<file path="src/rtl/phase_countdown_timer.sv">
// phase_countdown_timer: loadable down-counter for traffic-light phase durations.
//   Counts a loaded duration (0..MAX_COUNT) down on an internal CLK_DIV prescaler,
//   pulses expired for one clk at completion, supports pause/abort.
// Ports:
//   clk, reset (async, active-high)
//   load_valid/load_ready/load_value : duration handshake, accepted only in IDLE
//   pause, abort                     : level controls, abort has priority
//   remaining, tens, ones            : ticks left, binary and two BCD digits
//   busy, tick, expired              : status strobes
module phase_countdown_timer #(
  parameter int CLK_DIV   = 4,
  parameter int MAX_COUNT = 99
) (
  input  logic       clk,
  input  logic       reset,
  input  logic       load_valid,
  output logic       load_ready,
  input  logic [6:0] load_value,
  input  logic       pause,
  input  logic       abort,
  output logic [6:0] remaining,
  output logic [3:0] tens,
  output logic [3:0] ones,
  output logic       busy,
  output logic       tick,
  output logic       expired
);

  localparam int              PW       = (CLK_DIV > 2) ? $clog2(CLK_DIV) : 1;
  localparam logic [PW-1:0]   PRE_LAST = PW'(CLK_DIV - 1);
  localparam logic [6:0]      MAX_V    = 7'(MAX_COUNT);

  typedef enum logic [1:0] {
    IDLE   = 2'd0,
    RUN    = 2'd1,
    PAUSED = 2'd2,
    EXPIRE = 2'd3
  } state_t;

  state_t        state_q, state_d;
  logic [6:0]    remaining_q, remaining_d;
  logic [PW-1:0] prescaler_q, prescaler_d;
  logic          expired_q, expired_d;
  logic [6:0]    load_clamped;

  // Clamp on the way in so no value above MAX_COUNT is ever stored.
  assign load_clamped = (load_value > MAX_V) ? MAX_V : load_value;

  // Combinational strobe: only fires when the decrement will really happen.
  assign tick = (state_q == RUN) && (prescaler_q == PRE_LAST) && !pause && !abort;

  always_comb begin
    state_d     = state_q;
    remaining_d = remaining_q;
    prescaler_d = prescaler_q;
    expired_d   = 1'b0;
    case (state_q)
      IDLE: begin
        if (load_valid) begin
          remaining_d = load_clamped;
          prescaler_d = '0;
          if (load_clamped == 7'd0) begin
            state_d   = EXPIRE;
            expired_d = 1'b1;
          end else begin
            state_d = RUN;
          end
        end
      end
      RUN: begin
        if (abort) begin
          state_d     = IDLE;
          remaining_d = '0;
          prescaler_d = '0;
        end else if (pause) begin
          // Prescaler holds so the phase resumes exactly where it stopped.
          state_d = PAUSED;
        end else if (prescaler_q == PRE_LAST) begin
          prescaler_d = '0;
          if (remaining_q == 7'd1) begin
            remaining_d = '0;
            state_d     = EXPIRE;
            expired_d   = 1'b1;
          end else begin
            remaining_d = remaining_q - 7'd1;
          end
        end else begin
          prescaler_d = prescaler_q + PW'(1);
        end
      end
      PAUSED: begin
        if (abort) begin
          state_d     = IDLE;
          remaining_d = '0;
          prescaler_d = '0;
        end else if (!pause) begin
          state_d = RUN;
        end
      end
      EXPIRE: begin
        state_d     = IDLE;
        remaining_d = '0;
      end
      default: begin
        state_d     = IDLE;
        remaining_d = '0;
        prescaler_d = '0;
      end
    endcase
  end

  always_ff @(posedge clk or posedge reset) begin
    if (reset) begin
      state_q     <= IDLE;
      remaining_q <= '0;
      prescaler_q <= '0;
      expired_q   <= 1'b0;
    end else begin
      state_q     <= state_d;
      remaining_q <= remaining_d;
      prescaler_q <= prescaler_d;
      expired_q   <= expired_d;
    end
  end

  assign remaining  = remaining_q;
  assign expired    = expired_q;
  assign load_ready = (state_q == IDLE);
  assign busy       = (state_q == RUN) || (state_q == PAUSED);
  assign tens       = 4'(remaining_q / 7'd10);
  assign ones       = 4'(remaining_q % 7'd10);

endmodule

</file>
<file path="config.mk">
export PLATFORM = sky130hd
export DESIGN_NAME = phase_countdown_timer
export DESIGN_NICKNAME = d
export VERILOG_FILES = /design/src/rtl/phase_countdown_timer.sv
export SDC_FILE = /design/constraint.sdc
export NUM_CORES = 1
export LEC_CHECK = 0
export CAP_MARGIN = 20
export CORE_MARGIN = 2
export CORE_UTILIZATION = 35
export CTS_CLUSTER_SIZE = 25
export DETAILED_ROUTE_END_ITERATION = 16
export PLACE_DENSITY = 0.7
export RECOVER_POWER = 100
export SYNTH_ARGS = -nofsm -noshare
export SYNTH_HDL_FRONTEND = slang
export SYNTH_SLANG_ARGS = --single-unit
</file>
<file path="constraint.sdc">
create_clock -name clk -period 2.8 [get_ports clk]
set_clock_uncertainty 0.2 [all_clocks]
set_input_delay 0.7 -clock clk [delete_from_list [all_inputs] [get_ports clk]]
set_output_delay 0.7 -clock clk [all_outputs]
set_load 0.05 [all_outputs]
</file>
==> metrics.txt, run 1 <==
slew of the pin with the lowest slew margin=0.5116 ns; # fillers=~340; Worst-Skew Late Latency=0.27 ns; initial antenna violation count=0; Period minus WS final=~3 ns; largest net degree at the start of global routing=15; Layout Nets=228; Synth async-reset ratio=100.0%; synth warn=0; die area=4039 µm²; starting DRC count in detailed routing=49; Final Hold Viols=0; die width=63.55 µm; DP HPWL=2694 µm; average vias per placed instance=5.214; GR Overflow Total=0; final setup vio count=4; Mapped Cells=155; Synth area leader=dfrtp_1; Max Cap Viol=0; Synth area leaders=dfrtp_1 (24%), ha_1 (9.1%), a21oi_1 (6.5%); chip height=63.55 µm; Max Clock Freq=0.3268 GHz; CP required=1.90 ns; Sink Count=12; final slew viol count=0; Vias=1314; Crit Path Max Fanout=7; Num CTS Buffers=3; n_diodes=0; largest family of logic cells by synthesized area=simple AND/OR/NAND/NOR gates; CP endpoint kind=output port; flop2flop setup slack=about 0.52 ns; sequential area share after synthesis=24.19%; Starting Density=36.90%; Synth Area in Adders=9.073%; slowest CP cell=dfrtp_2; root buffer cell=clkbuf_4; Design Area, Final=1879 µm²; first-pass GRT wire length=5658 µm; drt first pass iters=6; Area Growth Syn to Fin=51.41%; Placed Area=1805 µm²; EDFF count, synth=0; CP Cell Sequence=nor2b_4, a22oi_2, o221a_4, ha_4, a21bo_1, a21o_4, xnor2_4, buf_12; Slew headroom=65.53%; H-tree lvl count=1; ratio of cells with drive above 1 in the final layout=30.58%; CTS tree=built; RSZ-0062 raised after global routing=yes; status=finished with violations; failing checks=negative setup slack; worst setup slack after layout=-0.2600 ns; site row count=21; core area=3363 µm²; I/O pins=31; Post-Synth XOR/XNOR Area=3.327%; #FFs+latches synth=12; cts hold-fix bufs=0; Final ANT Viol Nets=0; post-synthesis mux area share=1.714%; Setup crit start kind=register; vias in the first global route=1340; syn avg cell area=8.008 µm²; Synth Area in Simple Gates=a little over a quarter; CTS Buffer Depth=2; complex-gate fraction of the synthesized area=26.61%; crit-path max cell delay=0.47 ns; Crit Path Category=register to output port; syn_nets=176; IO buf count=30; setup TNS=-0.8390 ns; crit path DAT=2.16 ns; Post-synth top flop=dfrtp_1; final core utilization=55.88%; Final Cycle Share=109.3%; commonest cells after routing, fill and taps aside=buf_4 (25), a21oi_1 (14), nand2_1 (13), clkdlybuf4s50_1 (13), o21ai_0 (11); Total GRT Usage=16.89%; library cells used by synthesis=48; Hold Crit Class=register to register; Synth top area share=between 20 and 25%; leading cell type in the layout, fill and taps excluded=buf_4; Final Wtd Congestion=0.8809; DR WL/cell=13.46 µm; # DRC=0; WL final=3393 µm; CTS clk-pin slew, worst paths=around 0.070 ns; Cell Area, Synth=1241 µm²
-- critical path: cells and delay by family (launching register included) --
family	cells	cell delay, ns
compound gates	4	0.85
flops	1	0.47
simple gates	1	0.15
xor+xnor	1	0.15
buf+inv	1	0.15
fa+ha+maj	1	0.13
-- state kept, by name, indices dropped and copies added, names as in the netlist --
| name | count |
|---|---|
| expired | 1 |
| prescaler_q | 2 |
| remaining | 7 |
| state_q | 2 |
-- layout make-up --
class	count	area, µm²	area share, %
timing repair buffer	57	514.2	27.36
inverter	9	33.78	1.798
clock buffer	4	36.28	1.931
multi-input combinational	124	930.9	49.53
tap	46	57.56	3.063
sequential	12	306.5	16.31
-- synth_stat cells (2+ instances only) --
library cell,number
a21oi_1,16
nand2_1,13
dfrtp_1,12
o21ai_1,11
ha_1,9
inv_1,9
nor2_1,9
o21ai_0,8
nand2b_1,5
nor3_1,5
nor2b_1,4
buf_2,3
buf_4,3
nand3_1,3
nor4_1,3
a21o_1,2
and2_1,2
and2b_1,2
buf_6,2
clkbuf_1,2
nand3b_1,2
nor3_2,2
o22ai_1,2
o31ai_1,2
-- stage by stage --
| step | setup slack, ns | std cells | hold WS (ns) |
|---|---|---|---|
| after floorplan | -0.3868 | 155 | 0.2526 |
| after global placement | 0.03164 | 244 | 0.2665 |
| after detailed placement | -0.02050 | 244 | 0.2915 |
| after CTS | -0.2498 | 251 | 0.3084 |
| after global routing | -0.3407 | 252 | 0.3236 |
| final | -0.2600 | 252 | 0.3046 |
-- routing by layer --
metal / vias up / track usage [%] / share of wire (%)
li1: 656 / - / -
met1: 610 / 18.90 / 40
met2: 44 / 34.47 / 55
met3: 4 / 1.607 / 4.1
met4: 0 / 2.174 / 0.71
met5: - / 0 / 0
-- path summary, 6_finish.rpt --
path                       depth (start not counted)                    endpoint                       start
setup reg to reg                                   8    remaining[4]$_DFFE_PP0P_    remaining[1]$_DFFE_PP0P_
hold reg to reg                                    2  prescaler_q[1]$_DFFE_PP0P_  prescaler_q[1]$_DFFE_PP0P_
hold / removal                                     2  prescaler_q[1]$_DFFE_PP0P_  prescaler_q[1]$_DFFE_PP0P_
setup / recovery                                   8                     ones[1]    remaining[4]$_DFFE_PP0P_
max in group asynchronous                          2    remaining[5]$_DFFE_PP0P_                       reset
min in group asynchronous                          2           expired$_DFF_PP0_                       reset
-- kinds of logic (layout without fill, tap and decap cells) --
logic type,count (synthesis),in the layout
and+or+nand+nor,57,57
DFF,12,12
adders and majority gates,9,9
xor gates and xnor gates,3,3
buffers and inverters,19,70
muxes,2,2
AOI/OAI and AO/OA,53,53
-- what timing repair did --
| item | 4_1_cts | 5_1_grt |
|---|---|---|
| endpoints found under the setup margin | 4 | 4 |
| setup buffers | 3 | 1 |
| endpoints found under the hold margin | 0 | 0 |
| gates resized for setup | 8 | 5 |
| cloned | 0 | 0 |
| pin swaps | 4 | 0 |
Power of run 1 is left out: the tool's default activity adds up to more than one toggle a clock period on the data nets, which glitch-free logic cannot reach.
==> inputs of run 2 (changes only) <==
--- a/config.mk
+++ b/config.mk
@@ -5,12 +5,12 @@
 export SDC_FILE = /design/constraint.sdc
 export NUM_CORES = 1
 export LEC_CHECK = 0
-export CAP_MARGIN = 20
+export ABC_AREA = 1
 export CORE_MARGIN = 2
 export CORE_UTILIZATION = 35
 export CTS_CLUSTER_SIZE = 25
 export DETAILED_ROUTE_END_ITERATION = 16
-export PLACE_DENSITY = 0.7
+export PLACE_DENSITY = 0.71
 export RECOVER_POWER = 100
 export SYNTH_ARGS = -nofsm -noshare
 export SYNTH_HDL_FRONTEND = slang
==> run 2 against run 1 <==
Via count shrank 1.9%. The flow still finishes with violations (negative setup slack). Maximum frequency down 5.6%. Cell area down 0.67%. Register-to-register slack gained 0.26 ns. Wire length is 10% lower. Setup slack worse by 0.18 ns. Synthesized area down 9.1%. Critical path type unchanged. Critical path depth increased by 11. Flip-flop and latch count is the same. Sequential share of layout area barely moved.
==> metrics.txt, run 2 <==
Synth async-reset ratio=100.0%; crit-path max cell delay=0.46 ns; slew of the pin with the lowest slew margin=0.5892 ns; Max Cap Viol=0; CP dominant cell by count=nand2_4; average vias per placed instance=4.958; CTS clk-pin slew, worst paths=roughly 0.08 ns; Final Cycle Share=115.8%; Synth area leader=dfrtp_1; CP required=roughly 1.9 ns; syn avg cell area=slightly below 7 µm²; Cell Area, Synth=1129 µm²; Area Growth Syn to Fin=65.41%; first-pass GRT wire length=5188 µm; CP Cell Sequence=nor2_4, inv_2, nor2_4, inv_4, nand3_2, nand2_2, nand2_4, nand2_4, nand2_8, nand2_4, nand2_4, inv_2, ha_4, inv_2, nand3_4, nand3_4, nand2_2, nand2_4, buf_12; CP endpoint kind=output port; CTS Buffer Depth=2; DR WL/cell=11.70 µm; Largest register FFs=7; WL final=just over 3000 µm; cts hold-fix bufs=0; Final Wtd Congestion=0.8104; Cell Count, Final, Fillers Out=260; synth warn=0; Vias=1289; Commonest cells post-synth=inv_1 (27), nand2_1 (27), dfrtp_1 (12); initial antenna violation count=0; Synth area leaders=dfrtp_1 (27%), ha_1 (10%), inv_1 (9.0%); commonest cells after routing, fill and taps aside=inv_1 (24), nand2_1 (18), buf_4 (16); Layout Nets=238; Post-synth top flop=dfrtp_1; drt first pass iters=4; Final Hold Viols=0; ratio of cells with drive above 1 in the final layout=31.94%; IO buf count=30; Starting Density=36.97%; syn_nets=185; Total GRT Usage=a little under a fifth; Hold Crit Class=register to register; Num CTS Buffers=3; Final ANT Viol Nets=0; sequential area share after synthesis=roughly a quarter; worst setup slack after layout=-0.4411 ns; placed insts=254; Max Clock Freq=around 0.31 GHz; GR Overflow Total=0; library cells used by synthesis=31; Synth top area share=26.61%; Worst-Skew Late Latency=0.28 ns; Setup crit start kind=register; failing checks=negative setup slack; EDFF count, synth=0; core area=3053 µm²; Period minus WS final=about 3.2 ns; slowest CP cell=dfrtp_2; chip height=60.79 µm; n_diodes=0; # DRC=0; final core utilization=61.15%; final slew viol count=0; Slew headroom=60.89%; DP HPWL=2424 µm; CTS tree=built; starting DRC count in detailed routing=34; H-tree lvl count=1; largest net degree at the start of global routing=13; root buffer cell=clkbuf_4; RSZ-0062 raised after global routing=yes; crit path DAT=2.34 ns; Sink Count=12; die area=3695 µm²; Crit Path Max Fanout=4; site row count=20; #FFs+latches synth=12; final setup vio count=4; hold slack=0.3390 ns; Crit Path Category=register to output port; vias in the first global route=1217; status=finished with violations; leading cell type in the layout, fill and taps excluded=inv_1; Mapped Cells=164; I/O pins=31; die width=roughly 60 µm; setup TNS=-1.589 ns
## run 2: logic make-up after synthesis
family | count (synthesis) | share of synthesized area, %
AOI/OAI and AO/OA | 33 | 17.41
xor gates and xnor gates | 4 | 3.105
DFF | 12 | 26.61
and+or+nand+nor | 72 | 31.26
buffers and inverters | 34 | 11.64
adders and majority gates | 9 | 9.978
## run 2: routing by layer
metal | up-vias | wire [µm] | GRT usage, %
met3 | 3 | 98 | 2.985
met2 | 28 | 1639 | 33.95
met4 | 0 | 21 | 5.280
met1 | 610 | 1283 | 22.12
li1 | 648 | - | -
met5 | - | 0 | 0
## run 2: per-stage QoR
step / area (µm²) / setup WS, ns
detailed placement: 1762 / -0.2154
global route: 1867 / -0.5931
global placement: 1762 / -0.1056
finish: 1867 / -0.4411
floorplan: 1227 / -0.4858
CTS: 1882 / -0.4347
## run 2: cell type report
cell class | instances | area [µm²]
Tap cell | 44 | 55.05
Multi-Input combinational cell | 118 | 850.8
Sequential cell | 12 | 305.3
Inverter | 32 | 127.6
Timing Repair Buffer | 50 | 491.7
Fill cell | 287 | 1186
Clock buffer | 4 | 36.28
## run 2: path summary, 6_finish.rpt
| path | startpoint | endpoint | slack (ns) | cells after the start |
|---|---|---|---|---|
| hold reg to reg | prescaler_q[0]$_DFFE_PP0P_ | prescaler_q[0]$_DFFE_PP0P_ | 0.34 | 1 |
| max in group asynchronous | reset | remaining[3]$_DFFE_PP0P_ | 1.42 | 2 |
| hold / removal | prescaler_q[0]$_DFFE_PP0P_ | prescaler_q[0]$_DFFE_PP0P_ | 0.34 | 1 |
| min in group asynchronous | reset | expired$_DFF_PP0_ | 0.65 | 2 |
| setup reg to reg | state_q[1]$_DFFE_PP0P_ | remaining[4]$_DFFE_PP0P_ | 0.78 | 9 |
| setup / recovery | remaining[5]$_DFFE_PP0P_ | ones[1] | -0.44 | 19 |
## run 2: repair_timing
item	CTS	global route
resized for setup	14	2
setup endpoints to repair	4	6
pin swaps	11	2
buffers inserted	2	0
## run 2: worst max-delay path, delay by kind of cell, from the launching register on
kind / cells / cell delay, ns
fa+ha+maj: 1 / 0.15
buf+inv: 5 / 0.36
flops: 1 / 0.46
simple gates: 13 / 1.07
Power of run 2 is left out for the same reason.
==> inputs of run 3 (changes only) <==
--- a/config.mk
+++ b/config.mk
@@ -8,8 +8,10 @@
 export ABC_AREA = 1
 export CORE_MARGIN = 2
 export CORE_UTILIZATION = 35
+export CTS_BUF_LIST = sky130_fd_sc_hd__clkbuf_16
 export CTS_CLUSTER_SIZE = 25
 export DETAILED_ROUTE_END_ITERATION = 16
+export MAX_ROUTING_LAYER = met4
 export PLACE_DENSITY = 0.71
 export RECOVER_POWER = 100
 export SYNTH_ARGS = -nofsm -noshare
==> run 3 against run 2 <==
Global-route usage rose by 0.54 points. Sequential share of layout area fell by 0.39 points. Critical path type unchanged. Critical endpoint unchanged. Wire length rose by 0.99%. Register-to-register slack got worse by 0.09 ns. The run still ends with negative setup slack left. Final cell count did not move. Count of clock-buffer cells in the layout fell by 1. Maximum frequency rose by 1.9%. Flip-flop and latch count did not move. Utilization rose by 1.5 points. Die area did not move.
==> metrics.txt, run 3 (synthesis gave the netlist of run 2 again) <==
Max Clock Freq=between 0.3 and 0.4 GHz; worst hold path depth=1; CP required=1.90 ns; final slew viol count=0; I/O pins=31; CTS Buffer Depth=2; slew of the pin with the lowest slew margin=0.5925 ns; GR Overflow Total=0; Final Hold Viols=0; Max Cap Viol=0; Register Area=approximately 300 µm²; first-pass GRT wire length=5181 µm; CTS clk-pin slew, worst paths=0.04 ns; R2R Path Start=state_q[1]$_DFFE_PP0P_; worst setup slack after layout=-0.3796 ns; ratio of cells with drive above 1 in the final layout=31.02%; n_diodes=0; r2r endpoint=remaining[2]$_DFFE_PP0P_; initial antenna violation count=0; final core utilization=62.62%; worst hold start=prescaler_q[0]$_DFFE_PP0P_; CP endpoint kind=output port; crit path DAT=approximately 2.3 ns; hold endpoint=prescaler_q[0]$_DFFE_PP0P_; WL final=3072 µm; DP HPWL=2424 µm; Multi-input gate area=850.8 µm²; status=finished with violations; drt first pass iters=5; leading cell type in the layout, fill and taps excluded=inv_1; RSZ-0062 raised after global routing=yes; Total GRT Usage=19.04%; Crit Path Category=register to output port; Final Wtd Congestion=0.8223; setup TNS=-1.351 ns; Vias=1291; # fillers=278; largest net degree at the start of global routing=13; starting DRC count in detailed routing=44; final setup vio count=4; Hold Crit Class=register to register; Sink Count=12; Crit Path Max Fanout=4; die area=3695 µm²; cts hold-fix bufs=0; CTS tree=built; worst r2r path cells=9; Area Growth Syn to Fin=69.40%; core area=just over 3000 µm²; chip height=60.79 µm; pre-CTS setup slack=-0.2154 ns; commonest cells after routing, fill and taps aside=inv_1 (24), nand2_1 (18), buf_4 (15); Layout Nets=238; Setup crit start kind=register; root buffer cell=clkbuf_16; die width=about 61 µm; Period minus WS final=about 3.2 ns; H-tree lvl count=1; hold slack=around 0.34 ns; failing checks=negative setup slack; Final ANT Viol Nets=0; Num CTS Buffers=3; site row count=20; Worst-Skew Late Latency=0.24 ns; # DRC=0; Final Cycle Share=113.6%; Largest register FFs=7; Starting Density=between 30% and 40%; Slew headroom=60.66%; flop2flop setup slack=0.69 ns; IO buf count=30; DR WL/cell=11.82 µm; average vias per placed instance=~5.0; vias in the first global route=roughly 1200
[run 3: how the worst max path moves through the flow]
stage / to / cells after the start / start / slack (ns)
detailed placement: ones[1] / 19 / remaining[5]$_DFFE_PP0P_ / -0.22
CTS: ones[1] / 19 / remaining[4]$_DFFE_PP0P_ / -0.38
global route: ones[2] / 19 / remaining[5]$_DFFE_PP0P_ / -0.52
floorplan: ones[1] / 18 / remaining[4]$_DFFE_PP0P_ / -0.49
finish: ones[1] / 19 / remaining[5]$_DFFE_PP0P_ / -0.38
global placement: ones[1] / 19 / remaining[5]$_DFFE_PP0P_ / -0.11
[run 3: final cells by class]
cell class | instances | share of cell area [%]
multi-input combinational | 118 | 44.50
timing repair buffer | 50 | 25.85
sequential | 12 | 15.97
inverter | 32 | 6.675
clock buffer | 3 | 3.927
tap | 44 | 2.880
clock inverter | 1 | 0.1963
[run 3: worst max-delay path, stage by stage (launching register included)]
cell     delay, ns
dfrtp_2       0.45
nor2_4        0.14
inv_2         0.06
nor2_4        0.12
inv_4         0.07
nand3_2       0.08
nand2_2       0.07
nand2_4       0.08
nand2_4       0.07
nand2_8       0.06
nand2_4       0.05
nand2_4       0.07
inv_2         0.04
ha_4          0.15
inv_2         0.06
nand3_4       0.08
nand3_4       0.09
nand2_2       0.07
nand2_4       0.09
buf_12        0.13
[run 3: through the flow]
| step | instance area (µm²) | std cells |
|---|---|---|
| after floorplan | 1227 | 164 |
| after global placement | 1762 | 254 |
| after detailed placement | 1762 | 254 |
| after CTS | 1924 | 260 |
| after global routing | 1912 | 260 |
| final | 1912 | 260 |
[run 3: metal layers]
layer	global-route usage [%]	routed length (µm)	vias up
li1	-	-	652
met1	22.25	1346	604
met2	33.64	1603	30
met3	2.345	83	5
met4	6.211	38	0
met5	-	0	-
[run 3: timing repair]
action                     in CTS  in global routing
gates resized for setup        14                  1
setup buffers                   2                  0
setup endpoints to repair       4                  4
gates cloned                    0                  0
pin swaps                      11                  2
Power of run 3 is left out for the same reason.
==> RTL edit (config.mk and constraints of run 2) <==
Register the output `expired` once more; this adds one clock of latency there. The other outputs are not delayed to match.
--- a/src/rtl/phase_countdown_timer.sv
+++ b/src/rtl/phase_countdown_timer.sv
@@ -126,3 +126,5 @@
   assign remaining  = remaining_q;
-  assign expired    = expired_q;
+  always_ff @(posedge clk) begin
+    expired <= expired_q;
+  end
   assign load_ready = (state_q == IDLE);
Function: changed (a bounded check fails within 4 cycles, from zero or initial values and one cycle with reset high).
==> RTL edit against run 2 <==
The run still ends with setup timing left; wire length decreased by 0.23%; sequential share of layout area fell by 0.21 points; cell area is 8.8% higher; synthesized area is 5.5% higher; non-clock buffer count grew 8; sequential cell count increased by 1; worst setup slack worse by 0.040 ns; critical endpoint is now ones[2].
Power is left out: the tool's default activity adds up to more than one toggle a clock period on the data nets, which glitch-free logic cannot reach.
==> RTL edit: results (changes against run 2) <==
| Metric | Value |
|---|---|
| Run status | `finished, violations left` |
| Violated checks | `setup timing` |
| Fraction of layout instances using a drive strength above 1 | `35.3% (+3.4 points)` |
| GR met2 Demand/Resource | `31.3% (-2.7 points)` |
| Wire length after detailed routing | `3040 um (-0.23%)` |
| Pre-antenna DRT Iters | `4 (unchanged)` |
| Routed vias | `1318 (+2.2%)` |
| Post-route non-filler standard cell count | `278 (+6.9%)` |
| Clock latency on the worst-skew pair | `0.27 ns` |
| Post-layout net count | `254 (+6.7%)` |
| Maximum number of pins on one net before global-route repair | `13 (unchanged)` |
| Root cell of the clock tree | `clkbuf_4` |
| Worst slew margin relative to its limit | `60.6% (-0.29 points)` |
| Clock-pin slew of the registers on the worst-case setup and hold paths | `0.07 ns` |
| Number of global-route vias before repair | `1370 (+13%)` |
| Length in cells of the worst reg-to-reg path | `11 (+2)` |
| Global-route wire length before repair | `5610 um (+8.1%)` |
| Critical path data arrival time | `2.38 ns (+0.04 ns)` |
| Most instantiated cells after synthesis | `inv_1 (33), nand2_1 (29), nor2_1 (13)` |
| Seq/Total Area, Yosys | `26.9% (+0.28 points)` |
| Global-route usage over all layers | `17.2% (-1.3 points)` |
| Routing usage on met1 | `21.4% (-0.69 points)` |
| Filler Cell Count | `308 (+7.3%)` |
| Met3 track demand over resource in global routing | `1.27% (-1.7 points)` |
| Number of remaining DRC errors | `0 (unchanged)` |
| Placed insts | `266 (+4.7%)` |
| Most area-consuming cells after synthesis | `dfrtp_1 (25%), inv_1 (10%), ha_1 (9.5%)` |
| DRT iter0 DRCs | `52 (+53%)` |
| Hold-critical path depth | `0 (-1)` |
| Type of the tightest min-delay check | `reg2reg` |
| Setup violation total in the final timing report | `5 (+1)` |
| Final worst-path setup slack | `-0.481 ns (-0.0395 ns)` |
| Number of antenna violations at the first check in global routing | `0 (unchanged)` |
| Nets in the synthesized netlist | `194 (+4.9%)` |
| Final RePlAce weighted congestion | `0.823 (+1.5%)` |
| Total number of H-tree levels | `1 (unchanged)` |
| Mean area per synthesized cell | `6.89 um^2 (about the same)` |
| Placed wire-length estimate after detailed placement | `2450 um (+0.98%)` |
| Proportion of register bits with asynchronous set or reset after synthesis | `92.3% (-7.7 points)` |
| YS warnings | `0 (unchanged)` |
[RTL edit: path summary, 6_finish.rpt]
check,start,slack (ns),end
min in group asynchronous,reset,0.66,remaining[2]
worst min-delay path,expired_q,0.15,expired
max in group asynchronous,reset,1.40,remaining[4]
worst max-delay path,remaining[4],-0.48,ones[2]
worst min register to register,expired_q,0.15,expired
worst max register to register,state_q[1],0.48,remaining[4]
[RTL edit: layout make-up]
type / count / area (um^2) / area share, %
inverter: 38 / 148 / 7.27
timing repair buffer: 58 / 573 / 28.2
multi-input combinational: 119 / 898 / 44.2
tap: 46 / 57.6 / 2.83
sequential: 13 / 328 / 16.1
clock buffer: 4 / 26.3 / 1.29
[RTL edit: cells by family after synthesis]
kind of cell	after synthesis	share of synthesized area, %
and+or+nand+nor	71	29.4
buffers and inverters	41	13.2
AOI/OAI and AO/OA	37	19.5
DFF	13	26.9
adders and majority gates	9	9.45
xor gates and xnor gates	2	1.47
[RTL edit: stage by stage]
step                      instance area [um^2]  setup slack [ns]  TNS, ns  hold slack, ns
after floorplan                           1330            -0.463    -1.50           0.124
after global placement                    1890            -0.175   -0.570           0.129
after detailed placement                  1890            -0.226   -0.749           0.131
after CTS                                 1980            -0.464    -1.70           0.149
after global routing                      2030            -0.624    -2.52           0.158
final                                     2030            -0.481    -1.80           0.147
[RTL edit: worst max-delay path: stages, from the launching register on]
cell and delay [ns]:
dfrtp_4 0.53, inv_4 0.10, nand3_4 0.08, nand3_2 0.09, nand2_4 0.08, nand2_8 0.10, nand2_2 0.05, nand2_2 0.07
inv_2 0.05, nand2_4 0.08, nand2_8 0.05, nand2_4 0.08, nand2_4 0.05, inv_2 0.06, ha_4 0.12, inv_2 0.04
nand3_4 0.07, nand4_1 0.16, nand2_4 0.11, buf_12 0.13
[RTL edit: what timing repair did]
action / 4_1_cts / 5_1_grt
setup buffers: 6 / 2
pin swaps: 15 / 12
resized for setup: 7 / 13
setup endpoints to repair: 4 / 7
[RTL edit: routing by layer]
metal	share of wire, %	wire (um)
met5	0	0
met3	2.7	83
met1	44	1350
met4	1.2	36
met2	52	1570
